==> src/rtl/pdm_capture_pkg.sv <==
// ---------------------------------------------------------------------------
// pdm_capture_pkg
// Shared definitions for the PDM capture controller:
//   - capture_state_t : recording sequencer states
//   - DEF_*           : default sizing constants for the controller
// ---------------------------------------------------------------------------
package pdm_capture_pkg;

    typedef enum logic [2:0] {
        IDLE    = 3'd0,
        SETTLE  = 3'd1,
        CAPTURE = 3'd2,
        RESTART = 3'd3,
        DONE    = 3'd4
    } capture_state_t;

    localparam int DEF_WORD_LENGTH   = 16;
    localparam int DEF_DEPTH         = 1024;
    localparam int DEF_SETTLE_CYCLES = 1000000;  // 10 ms at 100 MHz

endpackage

==> src/rtl/pdm_settle_timer.sv <==
// ---------------------------------------------------------------------------
// pdm_settle_timer
// Down-counter that measures the microphone settle interval.
// Ports:
//   clock_i     in  system clock
//   reset_i     in  asynchronous active-high reset (counter -> 0)
//   load_i      in  reload the counter for a fresh SETTLE_CYCLES interval
//   count_en_i  in  count down while high
//   expired_o   out counter has reached zero
// Loading SETTLE_CYCLES-1 and expiring on zero makes expired_o true in the
// SETTLE_CYCLES-th enabled cycle, so the owner leaves its wait state after
// exactly SETTLE_CYCLES cycles.
// ---------------------------------------------------------------------------
module pdm_settle_timer
    import pdm_capture_pkg::*;
#(
    parameter int SETTLE_CYCLES = DEF_SETTLE_CYCLES
) (
    input  logic clock_i,
    input  logic reset_i,
    input  logic load_i,
    input  logic count_en_i,
    output logic expired_o
);

    localparam int                CNT_W    = $clog2(SETTLE_CYCLES + 1);
    localparam logic [CNT_W-1:0]  LOAD_VAL = CNT_W'(SETTLE_CYCLES - 1);

    logic [CNT_W-1:0] r_count;

    always_ff @(posedge clock_i or posedge reset_i) begin
        if (reset_i) begin
            r_count <= '0;
        end else if (load_i) begin
            r_count <= LOAD_VAL;
        end else if (count_en_i && (r_count != '0)) begin
            r_count <= r_count - 1'b1;
        end
    end

    assign expired_o = (r_count == '0);

endmodule

==> src/rtl/pdm_capture_ctrl.sv <==
// ---------------------------------------------------------------------------
// pdm_capture_ctrl
// Sequences one microphone recording: settle wait, then word-by-word capture
// of deserializer output into a sample RAM.
// Ports:
//   clock_i       in  system clock (only clock)
//   reset_i       in  asynchronous active-high reset
//   start_i       in  one-cycle request to begin a recording (IDLE/DONE only)
//   stop_i        in  one-cycle request to end a recording early
//   deser_en_o    out deserializer enable (low holds it in reset)
//   deser_done_i  in  deserializer word-ready level
//   deser_data_i  in  deserializer word, valid while deser_done_i is high
//   mem_we_o      out RAM write strobe, one cycle per word
//   mem_addr_o    out RAM write address
//   mem_data_o    out RAM write data
//   busy_o        out high in SETTLE, CAPTURE, RESTART
//   done_o        out high in DONE
//   count_o       out words captured this recording, saturating at DEPTH
//   overflow_o    out RAM wrapped at least once (wrap build only, else 0)
//   dbg_state_o   out current sequencer state (debug observation)
// Build option: define PDM_CAPTURE_WRAP_EN to let a full RAM wrap to address
// 0 and keep capturing until stop_i; otherwise a full RAM ends the recording.
//
// Deserializer/RAM handshake: a word is offered by a low-to-high transition of
// deser_done_i while deser_en_o is high. The controller accepts it on that
// edge, presents it to the RAM with mem_we_o high for exactly one cycle on the
// following cycle, and drops deser_en_o during that same write cycle to clear
// the deserializer. The RAM has no back-pressure; a write always completes.
// ---------------------------------------------------------------------------
module pdm_capture_ctrl
    import pdm_capture_pkg::*;
#(
    parameter  int WORD_LENGTH   = DEF_WORD_LENGTH,
    parameter  int DEPTH         = DEF_DEPTH,
    parameter  int SETTLE_CYCLES = DEF_SETTLE_CYCLES,
    localparam int ADDR_W        = $clog2(DEPTH)
) (
    input  logic                   clock_i,
    input  logic                   reset_i,
    input  logic                   start_i,
    input  logic                   stop_i,
    output logic                   deser_en_o,
    input  logic                   deser_done_i,
    input  logic [WORD_LENGTH-1:0] deser_data_i,
    output logic                   mem_we_o,
    output logic [ADDR_W-1:0]      mem_addr_o,
    output logic [WORD_LENGTH-1:0] mem_data_o,
    output logic                   busy_o,
    output logic                   done_o,
    output logic [ADDR_W:0]        count_o,
    output logic                   overflow_o,
    output logic [2:0]             dbg_state_o
);

    localparam logic [ADDR_W-1:0] LAST_ADDR  = ADDR_W'(DEPTH - 1);
    localparam logic [ADDR_W:0]   FULL_COUNT = (ADDR_W + 1)'(DEPTH);

    capture_state_t          r_state;
    capture_state_t          w_next_state;
    logic                    r_prev_done;
    logic                    r_we;
    logic                    r_stop_pend;   // stop arrived together with a word edge
    logic [ADDR_W-1:0]       r_addr;
    logic [WORD_LENGTH-1:0]  r_data;
    logic [ADDR_W:0]         r_count;

    logic w_rise;
    logic w_start_rec;
    logic w_latch;
    logic w_commit;
    logic w_timer_expired;
    logic w_at_last;
    logic w_full_end;

    assign w_rise    = deser_done_i & ~r_prev_done;
    assign w_at_last = (r_addr == LAST_ADDR);

    pdm_settle_timer #(
        .SETTLE_CYCLES (SETTLE_CYCLES)
    ) u_settle_timer (
        .clock_i    (clock_i),
        .reset_i    (reset_i),
        .load_i     (w_start_rec),
        .count_en_i (r_state == SETTLE),
        .expired_o  (w_timer_expired)
    );

`ifdef PDM_CAPTURE_WRAP_EN
    logic r_overflow;

    // Address wraps naturally (DEPTH is a power of two); only record that it did.
    always_ff @(posedge clock_i or posedge reset_i) begin
        if (reset_i) begin
            r_overflow <= 1'b0;
        end else if (w_start_rec) begin
            r_overflow <= 1'b0;
        end else if (w_commit && w_at_last) begin
            r_overflow <= 1'b1;
        end
    end

    assign overflow_o = r_overflow;
    assign w_full_end = 1'b0;
`else
    assign overflow_o = 1'b0;
    assign w_full_end = w_at_last;
`endif

    always_ff @(posedge clock_i or posedge reset_i) begin
        if (reset_i) begin
            r_state <= IDLE;
        end else begin
            r_state <= w_next_state;
        end
    end

    always_comb begin
        w_next_state = r_state;
        w_start_rec  = 1'b0;
        w_latch      = 1'b0;
        w_commit     = 1'b0;
        case (r_state)
            IDLE, DONE: begin
                if (start_i) begin
                    w_next_state = SETTLE;
                    w_start_rec  = 1'b1;
                end
            end
            SETTLE: begin
                if (stop_i) begin
                    w_next_state = DONE;
                end else if (w_timer_expired) begin
                    w_next_state = CAPTURE;
                end
            end
            CAPTURE: begin
                // A word edge beats a simultaneous stop; the stop is remembered.
                if (w_rise) begin
                    w_latch      = 1'b1;
                    w_next_state = RESTART;
                end else if (stop_i) begin
                    w_next_state = DONE;
                end
            end
            RESTART: begin
                // This is the RAM write cycle; advance address/count as it completes.
                w_commit = 1'b1;
                if (r_stop_pend || stop_i || w_full_end) begin
                    w_next_state = DONE;
                end else begin
                    w_next_state = CAPTURE;
                end
            end
            default: begin
                w_next_state = IDLE;
            end
        endcase
    end

    always_ff @(posedge clock_i or posedge reset_i) begin
        if (reset_i) begin
            r_prev_done <= 1'b0;
            r_we        <= 1'b0;
            r_stop_pend <= 1'b0;
            r_addr      <= '0;
            r_data      <= '0;
            r_count     <= '0;
        end else begin
            // Tracked every cycle so a level held across RESTART is not a new edge.
            r_prev_done <= deser_done_i;
            r_we        <= w_latch;
            if (w_start_rec) begin
                r_addr      <= '0;
                r_count     <= '0;
                r_stop_pend <= 1'b0;
            end
            if (w_latch) begin
                r_data      <= deser_data_i;
                r_stop_pend <= stop_i;
            end
            if (w_commit) begin
                r_addr      <= r_addr + 1'b1;
                r_stop_pend <= 1'b0;
                if (r_count != FULL_COUNT) begin
                    r_count <= r_count + 1'b1;
                end
            end
        end
    end

    assign deser_en_o  = (r_state == CAPTURE);
    assign busy_o      = (r_state == SETTLE) || (r_state == CAPTURE) || (r_state == RESTART);
    assign done_o      = (r_state == DONE);
    assign mem_we_o    = r_we;
    assign mem_addr_o  = r_addr;
    assign mem_data_o  = r_data;
    assign count_o     = r_count;
    assign dbg_state_o = r_state;

endmodule
==> config.mk <==
export PLATFORM = sky130hd
export DESIGN_NAME = pdm_capture_ctrl
export DESIGN_NICKNAME = d
export VERILOG_FILES = /design/src/rtl/pdm_capture_pkg.sv /design/src/rtl/pdm_settle_timer.sv /design/src/rtl/pdm_capture_ctrl.sv
export SDC_FILE = /design/constraint.sdc
export NUM_CORES = 1
export LEC_CHECK = 0
export CORE_AREA = 2 2 92 94
export DETAILED_ROUTE_END_ITERATION = 12
export DIE_AREA = 0 0 94 96
export DONT_BUFFER_PORTS = 1
export PLACE_DENSITY_LB_ADDON = 0.15
export SYNTH_ARGS = -nofsm -noshare
export SYNTH_HDL_FRONTEND = slang
export SYNTH_SLANG_ARGS = --single-unit
==> constraint.sdc <==
create_clock -name clock_i -period 3.46 [get_ports clock_i]
set_input_delay 0.519 -clock clock_i [delete_from_list [all_inputs] [get_ports clock_i]]
set_output_delay 0.519 -clock clock_i [all_outputs]
set_load 0.05 [all_outputs]
== Yosys cells after proc, flatten, opt, wreduce, memory -nomap -nowiden ==
Cells that the tools add are included.

* Latch bits: 0
* Bits of input ports: 21
* Bits in writable memories: 0
* ROM bits: 0
* Flip-flop bits (word level): 63
* Memories: 0

* Equal/unequal tests: 9
* Add/sub/neg operators: 3
* Bitwise operators: 2
* Div/mod/pow operators: 0
* Muxes and demuxes: 22
* $mul: 0
* Reductions and logical operators: 13
* Shift operators: 0
* Magnitude comparators: 0

{| class="wikitable"
|+ Operator list
! operator !! count
|-
| 20-bit 2-to-1 mux || 2
|-
| 11-bit 2-to-1 mux || 3
|-
| 20-bit logical NOT || 1
|-
| 10-bit 2-to-1 mux || 2
|-
| 20-bit nonzero test || 1
|-
| 20-bit by 1-bit subtractor with 20-bit output, second input constant || 1
|-
| 3-bit 2-to-1 mux || 6
|-
| 3-bit case mux with 4 select lines || 1
|-
| 11-bit by 1-bit adder with 11-bit output, second input constant || 1
|-
| 11-bit inequality test, second input constant || 1
|-
| 10-bit by 1-bit adder with 10-bit output, second input constant || 1
|-
| 10-bit equality test, second input constant || 1
|-
| 1-bit 2-to-1 mux || 8
|-
| 3-bit by 2-bit equality test with 1-bit output, second input constant || 2
|-
| 1-bit logical OR || 4
|-
| 2-bit nonzero test || 2
|-
| 3-bit by 1-bit equality test with 1-bit output, second input constant || 1
|-
| 3-bit equality test, second input constant || 1
|-
| 3-bit logical NOT || 1
|-
| 3-bit by 2-bit inequality test with 1-bit output, second input constant || 1
|-
| 3-bit inequality test, second input constant || 1
|-
| 3-bit AND reduction || 1
|-
| 3-bit nonzero test || 1
|-
| 2-bit inequality test, second input constant || 1
|-
| other kinds (4) || 4
|}

== Depth between registers and ports, before layout ==
Gate-level depths: netlist of the first run.

* Depth after elaboration: 6
* Gate-level depth with buffers: 8
* Mapped depth without buffers: 7

== Hierarchy ==
Synthesis of the first run repeated with hierarchy kept, for this count alone.

* Cells, all modules: 346
* Area, all modules: 3,295.7 µm²

{| class="wikitable"
|+ Modules (own cells, without submodules)
! module !! cells an instance !! area an instance (µm²) !! times used
|-
| pdm_capture_ctrl || 219 || 2,063.2 || 1
|-
| pdm_settle_timer || 127 || 1,232.4 || 1
|}

== Worst setup path after synthesis of the first run ==
No wires, ideal clock.

* Path type: reg-to-reg
* Start point: register r_state[0], in the netlist dbg_state_o[0]
* End point: register r_data[0], in the netlist mem_data_o[0]
* Data arrival time: 2.311 ns
* Stages on the path, launching flop included: 7
* Data required time: 3.335 ns
* Path slack: 1.025 ns
* Buffers on the path: 2
* Cells stage by stage: dfrtp_1 > buf_6 > nand2b_1 > nor2_1 > nand2_1 > clkbuf_1 > mux2_2

* Cells in the longest elaborated chain, start to end: 2

{| class="wikitable"
|+ Ends and longest elaborated chain
! element !! line !! source
|-
| start: declaration || pdm_capture_ctrl.sv:58 || <nowiki>capture_state_t r_state;</nowiki>
|-
| start signal: assignment || pdm_capture_ctrl.sv:113 || <nowiki>r_state <= w_next_state;</nowiki>
|-
| 3-bit by 2-bit equality test with 1-bit output || -- ||
|-
| via deser_en_o || pdm_capture_ctrl.sv:42 || <nowiki>output logic deser_en_o,</nowiki>
|-
| 1-bit 2-to-1 mux || pdm_capture_ctrl.sv:122 || <nowiki>case (r_state)</nowiki>
|-
| end signal: assignment || pdm_capture_ctrl.sv:178 || <nowiki>r_data <= deser_data_i;</nowiki>
|-
| end: declaration || pdm_capture_ctrl.sv:64 || <nowiki>logic [WORD_LENGTH-1:0] r_data;</nowiki>
|}

The timed path passes the listed nets, and every way through them passes these cells.
A chain may end at the register's enable or synchronous reset.

== Final worst setup path of the first run ==
* Start point: register r_state[0], in the netlist dbg_state_o[0]
* End point: register r_data[7], in the netlist mem_data_o[7]

The elaborated chain is that of the path after synthesis.

==> results of run 1 <==
how the worst max path moves through the flow:
stage / cells after the start / end / start / slack, ns
finish: 4 / mem_data_o[7] / dbg_state_o[0] / 0.84
global route: 7 / u_settle_timer.r_count[4] / u_settle_timer.r_count[0] / 0.64
global placement: 4 / mem_data_o[6] / dbg_state_o[0] / 0.88
CTS: 4 / mem_data_o[7] / dbg_state_o[0] / 0.81
floorplan: 6 / mem_data_o[0] / dbg_state_o[0] / 1.02
detailed placement: 4 / mem_data_o[7] / dbg_state_o[0] / 0.82
stage by stage:
| step | hold slack (ns) | total power [mW] | setup WS [ns] | utilization [%] | instances |
|---|---|---|---|---|---|
| global route | 0.170 | 2.70 | 0.638 | 42.7 | 418 |
| floorplan | 0.483 | 1.82 | 1.02 | - | 301 |
| global placement | 0.513 | 1.93 | 0.883 | 40.2 | 403 |
| detailed placement | 0.509 | 1.94 | 0.820 | 40.2 | 403 |
| CTS | 0.141 | 2.59 | 0.810 | 42.7 | 418 |
| finish | 0.125 | 2.56 | 0.843 | 42.7 | 418 |
routing by layer:
layer,up-vias,track usage (%),wire (um)
li1,1103,-,-
met1,1077,20.9,3150
met2,54,22.9,2940
met3,9,5.32,381
met4,0,6.16,97
met5,-,0,0
cell usage in the layout (no fill, tap or decap), types with 5 or more instances in the layout:
cell | Yosys | routed
buf_4 | 2 | 8
nand2_1 | 25 | 25
o211ai_1 | 7 | 7
nand3_1 | 23 | 23
nand4_1 | 6 | 6
mux2_2 | 16 | 16
or3_1 | 5 | 5
a21oi_1 | 5 | 5
clkbuf_8 | 0 | 11
o21ai_0 | 18 | 18
dfrtp_1 | 63 | 63
nor3_1 | 8 | 7
ha_1 | 5 | 5
nor2_1 | 32 | 32
o31ai_1 | 7 | 7
inv_1 | 11 | 10
xor2_1 | 11 | 11
worst max-delay path, stage by stage, from the launching register on:
cell      delay [ns]
dfrtp_1         0.38
nand2b_1        0.17
nor2_1          0.73
nand2_1         0.73
mux2_2          0.49
cell families (layout without fill, tap and decap cells):
family / Yosys count / after routing / synth area share, %
AO/OA/AOI/OAI: 51 / 51 / 11.2
XOR/XNOR: 14 / 14 / 3.94
adder cells (fa/ha/maj): 5 / 5 / 2.01
buffers and inverters: 22 / 34 / 3.65
flip-flops: 63 / 63 / 50.6
multiplexers: 18 / 18 / 6.43
other: 1 / 1 / 0.120
AND/OR/NAND/NOR: 127 / 127 / 22.1
state kept, by name (all words and copies together), names as in the netlist:
| name | cells |
|---|---|
| mem_data_o | 16 |
| r_prev_done | 1 |
| mem_we_o | 1 |
| dbg_state_o | 3 |
| mem_addr_o | 10 |
| r_stop_pend | 1 |
| u_settle_timer.r_count | 20 |
| count_o | 11 |
power by group through the flow:
stage | Sequential (mW) | Clock [mW] | Combinational (mW)
after global routing | 1.36 | 0.701 | 0.648
after floorplan | 1.38 | 0 | 0.438
after CTS | 1.34 | 0.665 | 0.591
after global placement | 1.35 | 0 | 0.575
after detailed placement | 1.35 | 0 | 0.588
final | 1.33 | 0.645 | 0.581
cell type report:
class | instances | area share, %
flip-flops and latches | 63 | 45.9
well taps | 105 | 3.82
repair buffers | 8 | 1.75
inverters | 11 | 1.20
clock inverters | 3 | 1.24
clock buffers | 12 | 4.51
multi-input cells | 216 | 41.6
==> out/metrics.csv, run 1 <==
metric,value,unit
status,completed,
syn_to_final_growth,10.3,%
synth_top_area_share,50.6,%
vdd_drop_max,0.251,mV
setup_viol,0,
hold_path.class,input pin to async pin,
dieWidth,94,um
syn_area,3120,sq um
netlist.top_cell.by_area,dfrtp_1,
htree_levels,3,
ys_seq_area_share,50.6,%
die_area,9020,sq um
final_max_slew_viol_count,0,
period_share,75.7,%
drt_first_pass_iters,4,
drt-wirelength-per-cell,15.7,um
fin_skew,0.00798,ns
internal_power,1.44,mW
pwr-share-clk,25.2,%
swShare,43.8,%
netlist_top_cells_count,"63 x dfrtp_1, 32 x nor2_1, 25 x nand2_1",
worst_pin_slew,0.953,ns
final-seq-area,1580,sq um
antenna_found_initial,0,
r2r_cells,4,
grt_pass1_vias,2213,
p_comb_share,22.7,%
cts_tree,yes,
clk_latency,0.34,ns
synth_warnings,0,
cts-root-buf,clkbuf_8,
rr_endpoint,mem_data_o[7],
grt_pass1_wl,10.8,mm
synth_ff_type,dfrtp_1,
async_flop_share,100,%
required,3.68,ns
synth.area.top_cells,"dfrtp_1 51%, mux2_2 5.8%, nor2_1 3.9%, nand3_1 3.7%, xor2_1 3.1%",
grt_use_total,15.5,%
regToRegStartpoint,dbg_state_o[0],
start_kind,register,
grt-ovfl-total,0,
finalWirelength,6.56,mm
setup_tns,0,ns
end_kind,register,
synth_area_per_cell,10.4,sq um
fin_area,3440,sq um
drcViolationCount,0,
drt-initial-drc-count,69,
antenna_left,0,
fmax,382,MHz
power_leakage,1.43,nW
portBuffers,0,
cts_resized,0,
fin_crit,2.62,ns
die_h,96,um
critical_path_class,register to register,
clkSinkCount,63,
synth_nets,327,
rows,33,
grt_max_degree,29,
cp.arrival,2.84,ns
nFillCells,803,
diodes,0,
initial_core_util,38.7,%
reg2reg_slack,0.84,ns
synth-seq-cells,63,
syn_inst,301,
cap_violations,0,
cts_setup_buffers,0,
vias,2243,
synth.most_common_cell,dfrtp_1,
final-hold-violation-count,0,
critPathMaxFanout,20,
power_switching,1.12,mW
multiInputGateArea,1430,sq um
routed_via_density,5.37,
dp_hpwl,4.54,mm
power_frac_seq,52.1,%
ioPinCount,66,
fin_nets,335,
core_region_area,8050,sq um
gp_congestion,0.743,
cts.hold.buffers_added,0,
synth.distinct_cells,55,
max-clock-path-buffers,2,
synth_edf_count,0,
place_area,3240,sq um
path_clk_slew,0.07,ns
maxSlewHeadroom,36.3,%
drive_gt1_share,16.6,%
p_per_area,745,nW/um^2
cts_buffers,9,
rsz0062_at_grt,no,
Note: power is estimated with default switching activity, not from simulation.
==> inputs of run 2 (changes only) <==
==> constraint.sdc (replaced) <==
create_clock -name clock_i -period 2.3 [get_ports clock_i]
set_input_delay 0.345 -clock clock_i [delete_from_list [all_inputs] [get_ports clock_i]]
set_output_delay 0.345 -clock clock_i [all_outputs]
set_load 0.05 [all_outputs]
==> run 2 against run 1 <==
Against the previous run: global-route usage grew 0.99 points; largest cell class unchanged; first-iteration DRC count rose by 43%; critical path type unchanged; register-to-register slack got worse by 0.71 ns; combinational power is 82% higher.
==> out/metrics.csv, run 2 (synthesized netlist as in run 1, its figures left out) <==
metric,value,unit
min_to,r_prev_done,
grt_pass1_vias,2377,
antenna_left,0,
fin_skew,0.00490,ns
dieWidth,94,um
period_share,94.0,%
regToRegStartpoint,u_settle_timer.r_count[0],
start_kind,register,
syn_to_final_growth,17.2,%
critical_path_class,register to register,
antenna_found_initial,0,
grt_pass1_wl,11.4,mm
hold_depth,0,
cap_violations,0,
drive_gt1_share,24.2,%
fin_crit,2.16,ns
final-hold-violation-count,0,
die_area,9020,sq um
setup_tns,0,ns
setup_viol,0,
dp_hpwl,4.91,mm
vias,2382,
reg2reg_slack,0.14,ns
holdWs,0.0330,ns
cts_tree,yes,
ioPinCount,66,
clk_latency,0.34,ns
final_max_slew_viol_count,0,
grt_use_total,16.5,%
drt-wirelength-per-cell,15.4,um
rr_endpoint,u_settle_timer.r_count[9],
vdd_drop_max,0.402,mV
initial_core_util,38.7,%
nFillCells,788,
required,2.56,ns
cts_setup_buffers,0,
max-clock-path-buffers,2,
drt_first_pass_iters,4,
diodes,0,
grt_max_degree,64,
finalWirelength,6.92,mm
min_from,deser_done_i,
worst_pin_slew,0.793,ns
path_clk_slew,0.07,ns
critPathMaxFanout,10,
largest-register,u_settle_timer.r_count,
place_area,3480,sq um
rows,33,
end_kind,register,
cts-root-buf,clkbuf_8,
largest_reg_flops,20,
multiInputGateArea,1440,sq um
rsz0062_at_grt,no,
power_leakage,1.55,nW
drt-initial-drc-count,99,
fin_nets,365,
p_per_area,1050,nW/um^2
htree_levels,3,
fmax,462,MHz
die_h,96,um
maxSlewHeadroom,47.1,%
final_common_cell,dfrtp_1,
drcViolationCount,0,
power,3.85,mW
portBuffers,0,
r2r_cells,9,
cts_buffers,9,
routed_via_density,5.32,
status,completed,
grt-ovfl-total,0,
cp.arrival,2.43,ns
clkSinkCount,63,
core_region_area,8050,sq um
final_cell_mix,"63 x dfrtp_1, 37 x buf_4, 31 x nor2_1, 25 x nand2_1, 23 x nand3_1",
fin_area,3650,sq um
final-seq-area,1580,sq um
hold_path.class,input pin to register,
gp_congestion,0.762,
==> run 2: cell count changes in the layout (fill, tap and decap cells not counted), sizes merged <==
cell	change
buf	+30
bufinv	-1
clkbuf	-1
clkinv	+2
==> run 2: power breakdown <==
part / leakage [nW] / switching, mW / internal [mW]
Sequential: 0.790 / 0.666 / 1.30
Clock: 0.0850 / 0.414 / 0.409
Combinational: 0.678 / 0.640 / 0.418
Total: 1.55 / 1.72 / 2.13
==> run 2: critical path, cell delays in order, from the launching register on <==
cell	delay [ns]
dfrtp_1	0.38
inv_1	0.09
ha_1	0.22
nor4b_1	0.15
buf_4	0.15
nand4_4	0.13
o21ai_2	0.10
buf_12	0.15
or4_2	0.63
nand3_1	0.10
==> run 2: per-stage QoR <==
stage | setup slack, ns | util [%] | cells
2_1_floorplan | 0.120 | - | 301
3_3_place_gp | 0.183 | 43.2 | 433
3_5_place_dp | 0.106 | 43.2 | 433
4_1_cts | 0.0873 | 45.3 | 448
5_1_grt | 0.00746 | 45.4 | 448
6_report | 0.137 | 45.4 | 448
==> run 2: area by class of cell <==
| cell class | instances | share of cell area [%] |
|---|---|---|
| multi-input cells | 216 | 39.5 |
| inverters | 11 | 1.13 |
| clock inverters | 4 | 0.617 |
| flip-flops and latches | 63 | 43.2 |
| well taps | 105 | 3.60 |
| repair buffers | 38 | 8.15 |
| clock buffers | 11 | 3.87 |
==> run 2: repair_timing <==
| item | in CTS | in global routing |
|---|---|---|
| gates resized for setup | 0 | 1 |
| hold buffers | 0 | 0 |
| endpoints found under the setup margin | 0 | 3 |
==> run 2: worst max-delay path by stage <==
stage	start	endpoint	slack (ns)
2_1_floorplan	dbg_state_o[0]	mem_data_o[0]	0.12
3_5_place_dp	u_settle_timer.r_count[0]	u_settle_timer.r_count[9]	0.11
3_3_place_gp	u_settle_timer.r_count[0]	u_settle_timer.r_count[9]	0.18
5_1_grt	u_settle_timer.r_count[0]	u_settle_timer.r_count[9]	0.007
4_1_cts	u_settle_timer.r_count[0]	u_settle_timer.r_count[9]	0.09
6_report	u_settle_timer.r_count[0]	u_settle_timer.r_count[9]	0.14
==> run 2: metal layers <==
metal | vias to the layer above | track usage [%] | part of all wire (%)
li1 | 1171 | - | -
met1 | 1140 | 21.4 | 46
met2 | 58 | 24.4 | 47
met3 | 13 | 6.26 | 5.3
met4 | 0 | 7.73 | 1.9
met5 | - | 0 | 0
==> inputs of run 3 (changes only) <==
--- a/config.mk
+++ b/config.mk
@@ -5,11 +5,12 @@
 export SDC_FILE = /design/constraint.sdc
 export NUM_CORES = 1
 export LEC_CHECK = 0
-export CORE_AREA = 2 2 92 94
+export CORE_AREA = 2 2 94 96
 export DETAILED_ROUTE_END_ITERATION = 12
-export DIE_AREA = 0 0 94 96
+export DIE_AREA = 0 0 96 98
 export DONT_BUFFER_PORTS = 1
 export PLACE_DENSITY_LB_ADDON = 0.15
 export SYNTH_ARGS = -nofsm -noshare
 export SYNTH_HDL_FRONTEND = slang
+export SYNTH_HIERARCHICAL = 1
 export SYNTH_SLANG_ARGS = --single-unit
==> run 3 against run 2 <==
Against the previous run: die area increased by 4.3%; first-iteration DRC count grew 29%; core utilization up 1.5 points; sequential power decreased by 11%; area after synthesis up 5.8%.
==> out/metrics.csv, run 3 <==
metric,value,unit
drt-initial-drc-count,128,
diodes,0,
critPathMaxFanout,5,
htree_levels,3,
pwr-share-clk,30.4,%
antenna_left,0,
power_leakage,1.73,nW
swShare,41.0,%
regToRegStartpoint,u_settle_timer/r_count[0],
clk_latency,0.34,ns
grt-ovfl-total,0,
syn_to_final_growth,20.3,%
synth-compound-area-share,11.7,%
synth.most_common_cell,nand2_1,
cts_buffers,9,
max-clock-path-buffers,2,
multiInputGateArea,1640,sq um
grt_max_degree,31,
drt-wirelength-per-cell,14.7,um
fin_ws,0.0674,ns
synth_xor_area_share,0.797,%
fin_skew,0.00926,ns
maxSlewHeadroom,28.0,%
netlist_top_cells_count,"68 x nand2_1, 63 x dfrtp_1, 30 x nor2_1",
final_max_slew_viol_count,0,
final-hold-violation-count,0,
fin_crit,2.23,ns
synth_mux_area_share,3.99,%
die_h,98,um
hold_path.class,input pin to async pin,
cp.arrival,2.46,ns
worst_pin_slew,1.07,ns
yosys.area_share.simple,29.1,%
fmax,448,MHz
synth_edf_count,0,
gp_congestion,0.824,
cap_violations,0,
final_cell_mix,"68 x nand2_1, 60 x dfrtp_1, 33 x buf_4, 30 x nor2_1, 13 x nand3_1",
final-seq-area,1580,sq um
drt_first_pass_iters,4,
synth_top_area_share,47.8,%
vdd_drop_max,0.426,mV
path_clk_slew,0.08,ns
synth_ff_type,dfrtp_1,
p_comb_share,28.4,%
syn_area,3300,sq um
place_area,3590,sq um
cts-root-buf,clkbuf_8,
synth-seq-cells,63,
rsz0062_at_grt,yes,
routed_via_density,5.30,
ioPinCount,66,
crit_path_cell_trace,"inv_2, ha_4, or4b_4, nor4_4, buf_4, and2_4, nor3_2, or3_1",
start_kind,register,
critical_path_class,register to register,
synth.distinct_cells,64,
drive_gt1_share,21.6,%
final_common_cell,nand2_1,
end_kind,register,
finalWirelength,7.23,mm
cts_tree,yes,
die_area,9410,sq um
synth_warnings,6,
grt_pass1_wl,12.0,mm
clkSinkCount,63,
reg2reg_slack,0.07,ns
period_share,97.1,%
cp_slowest_stage_delay,0.47,ns
core_region_area,8470,sq um
grt_use_total,15.9,%
status,completed,
portBuffers,0,
synth_nets,372,
nFillCells,803,
setup_viol,0,
syn_inst,346,
p_per_area,1070,nW/um^2
fin_cells,493,
dp_hpwl,5.11,mm
netlist.top_cell.by_area,dfrtp_1,
initial_core_util,38.9,%
path_delay_family,simple AND/OR/NAND/NOR gates,
fin_nets,406,
cp-startpoint,u_settle_timer/r_count[0],
power_switching,1.74,mW
cp_num_buf_inv,2,
required,2.52,ns
synth_fa_ha_area_share,1.90,%
drcViolationCount,0,
critical_path.slowest_cell,or4b_4,
async_flop_share,100,%
antenna_found_initial,0,
post-place-ws,0.0777,ns
dieWidth,96,um
synth_top_family_by_area,simple AND/OR/NAND/NOR gates,
largest-register,u_settle_timer/r_count,
ys_seq_area_share,47.8,%
rows,34,
utilization,46.9,%
power_frac_seq,41.2,%
largest_reg_flops,20,
vias,2612,
synth.area.top_cells,"dfrtp_1 48%, nand2_1 7.7%, mux2i_1 3.6%, nor2_1 3.4%, o31ai_1 2.5%",
synth_area_per_cell,9.53,sq um
dpl.cell_count,469,
internal_power,2.50,mW
grt_pass1_vias,2508,
fin_area,3970,sq um
==> run 3: changes by cell type after synthesis, moves of 3 or more <==
| cell | delta |
|---|---|
| a21oi_1 | +3 |
| mux2_2 | -16 |
| mux2i_1 | +10 |
| nand2_1 | +43 |
| nand3_1 | -9 |
| nor2b_1 | +9 |
| o21ai_0 | -7 |
| o31ai_1 | +4 |
| or4_1 | +4 |
| xor2_1 | -9 |
==> run 3: worst register-to-register path: stages, from the launching register on <==
cell	delay, ns
dfrtp_1	0.43
inv_2	0.11
ha_4	0.12
or4b_4	0.47
nor4_4	0.31
buf_4	0.19
and2_4	0.14
nor3_2	0.05
or3_1	0.30
==> run 3: power groups by stage <==
stage / clock network [mW] / registers (mW) / logic (mW)
floorplan: 0 / 1.93 / 0.726
global placement: 0 / 1.77 / 1.16
detailed placement: 0 / 1.77 / 1.17
CTS: 1.33 / 1.75 / 1.18
global route: 1.39 / 1.77 / 1.34
finish: 1.29 / 1.75 / 1.20
==> run 3: worst paths after layout <==
check	end	depth (start not counted)
max	dbg_state_o[0]	8
min	count_o[9]	1
max reg2reg	dbg_state_o[0]	8
min reg2reg	r_stop_pend	2
max in group asynchronous	mem_data_o[13]	2
min in group clock_i	mem_data_o[14]	2
==> run 3: through the flow <==
step	setup TNS, ns	total power [mW]	hold slack, ns
global route	-0.108	4.50	0.0569
floorplan	0	2.65	0.309
global placement	0	2.92	0.377
finish	0	4.24	0.0216
detailed placement	0	2.94	0.377
CTS	0	4.26	0.00414
==> run 3: logic make-up (layout without fill, tap and decap cells) <==
family                     Yosys count  after routing
AOI/OAI and AO/OA                   54             54
xor gates and xnor gates             3              3
adders and majority gates            5              5
buffers and inverters               28             66
DFF                                 63             63
muxes                               13             13
other                                1              1
and+or+nand+nor                    179            180
==> run 3: layout make-up <==
cell class                 count  share of cell area, %
multi-input combinational    256                   41.3
sequential                    63                   39.8
timing repair buffer          35                   6.78
clock inverter                 7                   3.66
tap                          108                   3.41
clock buffer                   9                   3.12
inverter                      15                   1.86
==> run 3: repair_timing <==
item / in CTS / in global routing
setup endpoints to repair: 0 / 3
buffers inserted: 0 / 6
gates resized for setup: 0 / 9
hold buffers: 0 / 1
hold endpoints to repair: 0 / 1
==> run 3: per-layer routing <==
| metal | part of all wire, % | global-route usage, % |
|---|---|---|
| met5 | 0 | 0 |
| met4 | 1.0 | 4.62 |
| met3 | 5.4 | 5.02 |
| met2 | 47 | 25.7 |
| met1 | 46 | 20.3 |
